## config.mk

```make
export PLATFORM = sky130hd
export DESIGN_NAME = mem_arbiter_flat
export DESIGN_NICKNAME = d
export VERILOG_FILES = /design/src/rtl/mem_arbiter_if.sv /design/src/rtl/mem_arbiter.sv /design/src/flat_wrapper.sv
export SDC_FILE = /design/constraint.sdc
export NUM_CORES = 1
export LEC_CHECK = 0
export BUFFER_PORTS_ARGS = -buffer_cell sky130_fd_sc_hd__buf_2
export CAP_MARGIN = 25
export CORE_MARGIN = 2
export CORE_UTILIZATION = 33
export CTS_BUF_LIST = sky130_fd_sc_hd__clkbuf_2
export DETAILED_ROUTE_END_ITERATION = 10
export PLACE_DENSITY = 0.72
export SETUP_SLACK_MARGIN = 0.15
export SYNTH_ARGS = -nofsm -noshare
export SYNTH_HDL_FRONTEND = slang
export SYNTH_SLANG_ARGS = --single-unit
```

## constraint.sdc

```tcl
create_clock -name clk -period 2.1 [get_ports clk]
set_clock_uncertainty 0.2 [all_clocks]
set_input_delay 0.315 -clock clk [delete_from_list [all_inputs] [get_ports clk]]
set_output_delay 0.315 -clock clk [all_outputs]
set_load 0.05 [all_outputs]
```

## src/rtl/mem_arbiter_if.sv

```systemverilog
// Bus bundle between the data-memory arbiter, its two requesters (CPU load/store
// unit and the key/ciphertext loader) and the synchronous data RAM.
// The slave view is the arbiter; the master view is the surrounding environment.
interface mem_arbiter_if #(
    parameter int AW = 10,
    parameter int DW = 32
);
    // CPU load/store port
    logic          cpu_req;
    logic          cpu_we;
    logic [AW-1:0] cpu_addr;
    logic [DW-1:0] cpu_wdata;
    logic          cpu_gnt;
    logic          cpu_rvalid;
    logic [DW-1:0] cpu_rdata;
    logic          cpu_stall;

    // External loader port
    logic          ext_req;
    logic          ext_we;
    logic [AW-1:0] ext_addr;
    logic [DW-1:0] ext_wdata;
    logic          ext_gnt;
    logic          ext_rvalid;
    logic [DW-1:0] ext_rdata;

    // Synchronous RAM port (one-cycle read latency)
    logic          mem_en;
    logic          mem_we;
    logic [AW-1:0] mem_addr;
    logic [DW-1:0] mem_wdata;
    logic [DW-1:0] mem_rdata;

    modport slave (
        input  cpu_req, cpu_we, cpu_addr, cpu_wdata,
        output cpu_gnt, cpu_rvalid, cpu_rdata, cpu_stall,
        input  ext_req, ext_we, ext_addr, ext_wdata,
        output ext_gnt, ext_rvalid, ext_rdata,
        output mem_en, mem_we, mem_addr, mem_wdata,
        input  mem_rdata
    );

    modport master (
        output cpu_req, cpu_we, cpu_addr, cpu_wdata,
        input  cpu_gnt, cpu_rvalid, cpu_rdata, cpu_stall,
        output ext_req, ext_we, ext_addr, ext_wdata,
        input  ext_gnt, ext_rvalid, ext_rdata,
        input  mem_en, mem_we, mem_addr, mem_wdata,
        output mem_rdata
    );
endinterface

```

## src/rtl/mem_arbiter.sv

```systemverilog
// Two-port arbiter in front of a single-ported synchronous data RAM.
// The FSM state names the bus owner for the current cycle. A requester granted
// this cycle is not eligible at the coming edge, so back-to-back requests from
// both sides alternate with no idle cycle. The CPU wins ties unless the loader
// has been kept waiting for STARVE cycles. Reads return one cycle after the
// grant on the port that owned the bus.
module mem_arbiter #(
    parameter int AW     = 10,
    parameter int DW     = 32,
    parameter int STARVE = 4
) (
    input  logic           clk,
    input  logic           rst,
    mem_arbiter_if.slave   bus
);

    // Wide enough to hold 0..STARVE, and never zero-width.
    localparam int            CW         = $clog2(STARVE + 2);
    localparam logic [CW-1:0] STARVE_MAX = CW'(STARVE);

    typedef enum logic [1:0] {
        IDLE = 2'd0,
        CPU  = 2'd1,
        EXT  = 2'd2
    } state_t;

    state_t        state;
    state_t        state_next;

    // Arbitration is held off for the first edge after reset release so the
    // earliest grant decision happens at the second rising edge.
    logic          ready;

    logic          cpu_elig;
    logic          ext_elig;
    logic [CW-1:0] starve_cnt;

    // Registered RAM command (issued in the cycle named by state)
    logic          en_p0;
    logic          we_p0;
    logic [AW-1:0] addr_p0;
    logic [DW-1:0] wdata_p0;

    // Read-return valid, one cycle behind the issuing grant
    logic          vld_cpu_p1;
    logic          vld_ext_p1;

    // Saturating increment of the loader wait counter.
    function automatic logic [CW-1:0] sat_inc(input logic [CW-1:0] v);
        if (v == STARVE_MAX) begin
            return v;
        end
        return v + CW'(1);
    endfunction

    // Pick the next bus owner from the eligible requests.
    always_comb begin
        state_next = IDLE;
        cpu_elig   = ready && bus.cpu_req && (state != CPU);
        ext_elig   = ready && bus.ext_req && (state != EXT);
        if (cpu_elig && ext_elig) begin
            state_next = (starve_cnt == STARVE_MAX) ? EXT : CPU;
        end else if (cpu_elig) begin
            state_next = CPU;
        end else if (ext_elig) begin
            state_next = EXT;
        end
    end

    // Owner register and post-reset arbitration enable.
    always_ff @(posedge clk or negedge rst) begin
        if (!rst) begin
            state <= IDLE;
            ready <= 1'b0;
        end else begin
            state <= state_next;
            ready <= 1'b1;
        end
    end

    // ---- stage p0: latch the winner's command toward the RAM ----
    // Capture the winning requester's command at the deciding edge.
    always_ff @(posedge clk or negedge rst) begin
        if (!rst) begin
            en_p0    <= 1'b0;
            we_p0    <= 1'b0;
            addr_p0  <= '0;
            wdata_p0 <= '0;
        end else begin
            unique case (state_next)
                CPU: begin
                    en_p0    <= 1'b1;
                    we_p0    <= bus.cpu_we;
                    addr_p0  <= bus.cpu_addr;
                    wdata_p0 <= bus.cpu_wdata;
                end
                EXT: begin
                    en_p0    <= 1'b1;
                    we_p0    <= bus.ext_we;
                    addr_p0  <= bus.ext_addr;
                    wdata_p0 <= bus.ext_wdata;
                end
                default: begin
                    en_p0    <= 1'b0;
                    we_p0    <= 1'b0;
                    addr_p0  <= '0;
                    wdata_p0 <= '0;
                end
            endcase
        end
    end

    // ---- stage p1: RAM read data returns to the previous owner ----
    // Remember which port issued a read so its data can be steered back.
    always_ff @(posedge clk or negedge rst) begin
        if (!rst) begin
            vld_cpu_p1 <= 1'b0;
            vld_ext_p1 <= 1'b0;
        end else begin
            vld_cpu_p1 <= (state == CPU) && !we_p0;
            vld_ext_p1 <= (state == EXT) && !we_p0;
        end
    end

    // Count how long the loader has been waiting; any grant or drop clears it.
    always_ff @(posedge clk or negedge rst) begin
        if (!rst) begin
            starve_cnt <= '0;
        end else if (bus.ext_req && (state != EXT)) begin
            starve_cnt <= sat_inc(starve_cnt);
        end else begin
            starve_cnt <= '0;
        end
    end

    assign bus.cpu_gnt    = (state == CPU);
    assign bus.ext_gnt    = (state == EXT);
    assign bus.cpu_stall  = bus.cpu_req && (state != CPU);

    assign bus.mem_en     = en_p0;
    assign bus.mem_we     = we_p0;
    assign bus.mem_addr   = addr_p0;
    assign bus.mem_wdata  = wdata_p0;

    assign bus.cpu_rvalid = vld_cpu_p1;
    assign bus.ext_rvalid = vld_ext_p1;
    assign bus.cpu_rdata  = vld_cpu_p1 ? bus.mem_rdata : '0;
    assign bus.ext_rdata  = vld_ext_p1 ? bus.mem_rdata : '0;

endmodule

```

## src/flat_wrapper.sv

```systemverilog
// flat-port wrapper written by rule: the top's interface ports become plain ports
module mem_arbiter_flat 
#(
    parameter int AW     = 10,
    parameter int DW     = 32,
    parameter int STARVE = 4
)
  (clk, rst, bus_cpu_req, bus_cpu_we, bus_cpu_addr, bus_cpu_wdata, bus_cpu_gnt, bus_cpu_rvalid, bus_cpu_rdata, bus_cpu_stall, bus_ext_req, bus_ext_we, bus_ext_addr, bus_ext_wdata, bus_ext_gnt, bus_ext_rvalid, bus_ext_rdata, bus_mem_en, bus_mem_we, bus_mem_addr, bus_mem_wdata, bus_mem_rdata);
  mem_arbiter_if #(.AW(AW), .DW(DW)) bus_i ();
  input  logic clk;
  input  logic rst;
  input wire logic [$bits(bus_i.cpu_req)-1:0] bus_cpu_req;
  input wire logic [$bits(bus_i.cpu_we)-1:0] bus_cpu_we;
  input wire logic [$bits(bus_i.cpu_addr)-1:0] bus_cpu_addr;
  input wire logic [$bits(bus_i.cpu_wdata)-1:0] bus_cpu_wdata;
  output wire logic [$bits(bus_i.cpu_gnt)-1:0] bus_cpu_gnt;
  output wire logic [$bits(bus_i.cpu_rvalid)-1:0] bus_cpu_rvalid;
  output wire logic [$bits(bus_i.cpu_rdata)-1:0] bus_cpu_rdata;
  output wire logic [$bits(bus_i.cpu_stall)-1:0] bus_cpu_stall;
  input wire logic [$bits(bus_i.ext_req)-1:0] bus_ext_req;
  input wire logic [$bits(bus_i.ext_we)-1:0] bus_ext_we;
  input wire logic [$bits(bus_i.ext_addr)-1:0] bus_ext_addr;
  input wire logic [$bits(bus_i.ext_wdata)-1:0] bus_ext_wdata;
  output wire logic [$bits(bus_i.ext_gnt)-1:0] bus_ext_gnt;
  output wire logic [$bits(bus_i.ext_rvalid)-1:0] bus_ext_rvalid;
  output wire logic [$bits(bus_i.ext_rdata)-1:0] bus_ext_rdata;
  output wire logic [$bits(bus_i.mem_en)-1:0] bus_mem_en;
  output wire logic [$bits(bus_i.mem_we)-1:0] bus_mem_we;
  output wire logic [$bits(bus_i.mem_addr)-1:0] bus_mem_addr;
  output wire logic [$bits(bus_i.mem_wdata)-1:0] bus_mem_wdata;
  input wire logic [$bits(bus_i.mem_rdata)-1:0] bus_mem_rdata;
  assign bus_i.cpu_req = bus_cpu_req;
  assign bus_i.cpu_we = bus_cpu_we;
  assign bus_i.cpu_addr = bus_cpu_addr;
  assign bus_i.cpu_wdata = bus_cpu_wdata;
  assign bus_cpu_gnt = bus_i.cpu_gnt;
  assign bus_cpu_rvalid = bus_i.cpu_rvalid;
  assign bus_cpu_rdata = bus_i.cpu_rdata;
  assign bus_cpu_stall = bus_i.cpu_stall;
  assign bus_i.ext_req = bus_ext_req;
  assign bus_i.ext_we = bus_ext_we;
  assign bus_i.ext_addr = bus_ext_addr;
  assign bus_i.ext_wdata = bus_ext_wdata;
  assign bus_ext_gnt = bus_i.ext_gnt;
  assign bus_ext_rvalid = bus_i.ext_rvalid;
  assign bus_ext_rdata = bus_i.ext_rdata;
  assign bus_mem_en = bus_i.mem_en;
  assign bus_mem_we = bus_i.mem_we;
  assign bus_mem_addr = bus_i.mem_addr;
  assign bus_mem_wdata = bus_i.mem_wdata;
  assign bus_i.mem_rdata = bus_mem_rdata;
  mem_arbiter #(.AW(AW), .DW(DW), .STARVE(STARVE)) u_core (.clk(clk), .rst(rst), .bus(bus_i));
endmodule
```

==> impl_metrics.yaml <==
setup_path:
  critPathTopFamily: "flip-flops"
  r2r_setup_slack_ps: 220
  worstSetupPathType: "register to output pin"
  crit_chain: "buf_12 -> and2_1 -> buf_4"
  startpoint_type: "register"
  path_buf_inv: 2
  required_ps: 1580
  cpPeakStageDelay_ps: 470
  rr_startpoint: "u_core.starve_cnt[0]"
  worst_r2r_endpoint: "u_core.bus.mem_wdata[19]"
  cp_max_fo: 29
  cp_data_arrival_time_ps: 1410
  r2r_cells: 8
  endpoint_kind: "output pin"
  slowest_stage: "dfrtp_1"
placed_design:
  place_ws_ps: 202
  placed_cells: 626
  port_buffers: 234
  dp_hpwl_um: 7660
  globalplace.congestion: 0.788
job:
  maxCapViolations: 0
global_routing:
  grt_pass1_vias: 3591
  antenna_found_initial: 3
  grt_pass1_wl_um: 18300
  grt_start_max_net_pins: 45
  grt.total_usage_pct: 27.0
  gr-total-overflow: 0
cts:
  htree_num_levels: 2
  clk-insertion-delay-late_ps: 410
  cts_tree: "built"
  clkSlewWorstSetupHoldPaths_ps: 250
  cts_root_buffer: "clkbuf_2"
  cts_sinks: 52
  cts_buffers: 5
  clock_path_buffers: 2
timing:
  min_period_ps: 1920
  tightestPinTransition_ps: 570
  rsz0062_at_grt: "true"
  setup_tns_ps: 0
  fmax_mhz: 520
  hold_violations: 0
  fin_crit_sh_pct: 91.6
  timing.final.max_slew_violations: 0
  setup_ws_ps: 176
  relSlewSlack_pct: 62.0
  finalSetupViolations: 0
synth:
  synth_seq_area_share_pct: 48.6
  syn_area_per_cell_um2: 8.78
  yosysMostFrequentCell: "and2_1"
  synth_area_um2: 2680
  yosysWarningCount: 0
  ys_types: 23
  synth_seq_cells: 52
  synth_nets: 429
  synthArstFlopShare_pct: 100
  synth_top_cells_by_area: "dfrtp_1, and2_1, nand3_1, a21oi_1, o21ai_1"
  synth_top_area_share_pct: 48.6
  synth_commonest_cells: "and2_1, dfrtp_1, nand3_1"
  syn_inst: 305
  synth_area_leader_cell: "dfrtp_1"
  synth_enable_flop_cells: 0
  synthFlopType: "dfrtp_1"
cells_and_area:
  finalNetCount: 750
  final_cells: 733
  layout-drive-gt1-share_pct: 43.0
  syn2layout_area_growth_pct: 98.6
  seqCellArea_um2: 1300
  multi_input_area_um2: 1240
  final_core_util_pct: 68.1
  fillers: 592
detailed_routing:
  wl_met3_um: 966
  drt_iter0_drc: 202
  wl_met1_um: 4370
  vias: 3671
  ant_nets: 0
  first_pass_iters: 5
  wl_met2_um: 7180
  drc: 0
  wire_per_inst_um: 17.7
  routed.top_layer: "met4"
  post_drt_via_cell_ratio: 5.01
  drt-total-wl_um: 13000
die:
  dieWidth_um: 94.1
  die_y_um: 94.1
  io_pins: 235
  num_rows: 32
  dieArea_um2: 8850
  core-area_um2: 7810
  start_util_pct: 34.3
run_status:
  outcome: "finished, final reports clean"
pwr:
  p_leak_nw: 2.77
  peakVddDrop_v: 0.000339
  p_per_area_nw_per_um2: 540
min_path:
  hp-class: "input pin to async pin"
## how the worst max path moves through the flow
| stage | end | startpoint | cells past startpoint |
|---|---|---|---|
| floorplan | bus_ext_rdata[31] | u_core.bus.ext_rvalid | 2 |
| global placement | u_core.bus.mem_we | u_core.starve_cnt[0] | 7 |
| detailed placement | u_core.bus.mem_wdata[29] | u_core.starve_cnt[0] | 7 |
| CTS | bus_cpu_stall | u_core.state[1] | 3 |
| global route | bus_ext_rdata[21] | u_core.bus.ext_rvalid | 3 |
| finish | bus_ext_rdata[21] | u_core.bus.ext_rvalid | 3 |
## area by class of cell
type / instances / share of cell area, %
Antenna cell: 5 / 0.235
Clock buffer: 5 / 0.471
Clock inverter: 2 / 1.13
Inverter: 5 / 0.353
Multi-Input combinational cell: 221 / 23.4
Sequential cell: 52 / 24.5
Tap cell: 102 / 2.40
Timing Repair Buffer: 341 / 47.5
## metrics by stage
stage / hold WS (ps) / total power (W) / area (um^2)
after CTS: 161 / 0.00282 / 5050
final: 177 / 0.00287 / 5320
after detailed placement: 150 / 0.00204 / 3960
after global routing: 146 / 0.00299 / 5310
after floorplan: -181 / 0.00173 / 2680
after global placement: 131 / 0.00202 / 3960
## state kept, by name (all words and copies together) (netlist names)
register	flops
u_core.ready	1
u_core.bus.mem_wdata	32
u_core.state	2
u_core.bus.mem_addr	10
u_core.bus.mem_we	1
u_core.bus.mem_en	1
u_core.starve_cnt	3
u_core.bus.cpu_rvalid	1
u_core.bus.ext_rvalid	1
## cells in the final DEF, fill, tap and decap left out
master	Yosys	layout
buf_2	6	176
dlygate4sd3_1	0	88
and2_1	65	65
dfrtp_1	52	52
nand3_1	46	44
a21oi_1	44	44
buf_4	0	40
o21ai_1	39	39
buf_6	4	32
nor2_1	7	7
diode_2	0	5
clkbuf_2	0	5
inv_1	4	4
o21ai_0	4	4
buf_12	0	4
nand2_1	4	3
nand2b_4	0	2
nand3_2	0	2
bufinv_16	0	2
inv_2	1	1
a21o_1	1	1
or2_2	1	1
nand2_2	0	1
nor3b_4	1	1
nand4_1	1	1
and3_1	1	1
xnor2_1	1	1
nor3_1	1	1
ha_2	0	1
ha_1	2	1
clkbuf_16	0	1
conb_1	1	1
## power by group
group,internal (W),switching [W],total [W]
Combinational,0.000436,0.000733,0.00117
Clock,0.000314,0.000297,0.000611
Sequential,0.00107,0.0000250,0.00109
## repair_timing
item,CTS,global route
resized for setup,44,74
hold buffers,88,0
pin swaps,0,1
gates cloned,0,1
endpoints found under the hold margin,69,0
buffers inserted,1,5
setup endpoints to repair,59,104
## logic make-up (layout without fill, tap and decap cells)
group / count (synthesis) / count (layout) / synth area share [%]
xor gates and xnor gates: 1 / 1 / 0.327
DFF: 52 / 52 / 48.6
other: 1 / 6 / 0.140
buffers and inverters: 32 / 353 / 5.89
adders and majority gates: 2 / 2 / 0.934
and+or+nand+nor: 129 / 129 / 27.6
AOI/OAI and AO/OA: 88 / 88 / 16.5
## layer usage
metal / track usage, % / up-vias
met3: 6.26 / 39
met2: 51.0 / 226
met4: 13.6 / 0
met1: 27.3 / 1733
li1: - / 1673
met5: 0 / -
Note: power is estimated with default switching activity, not from simulation.
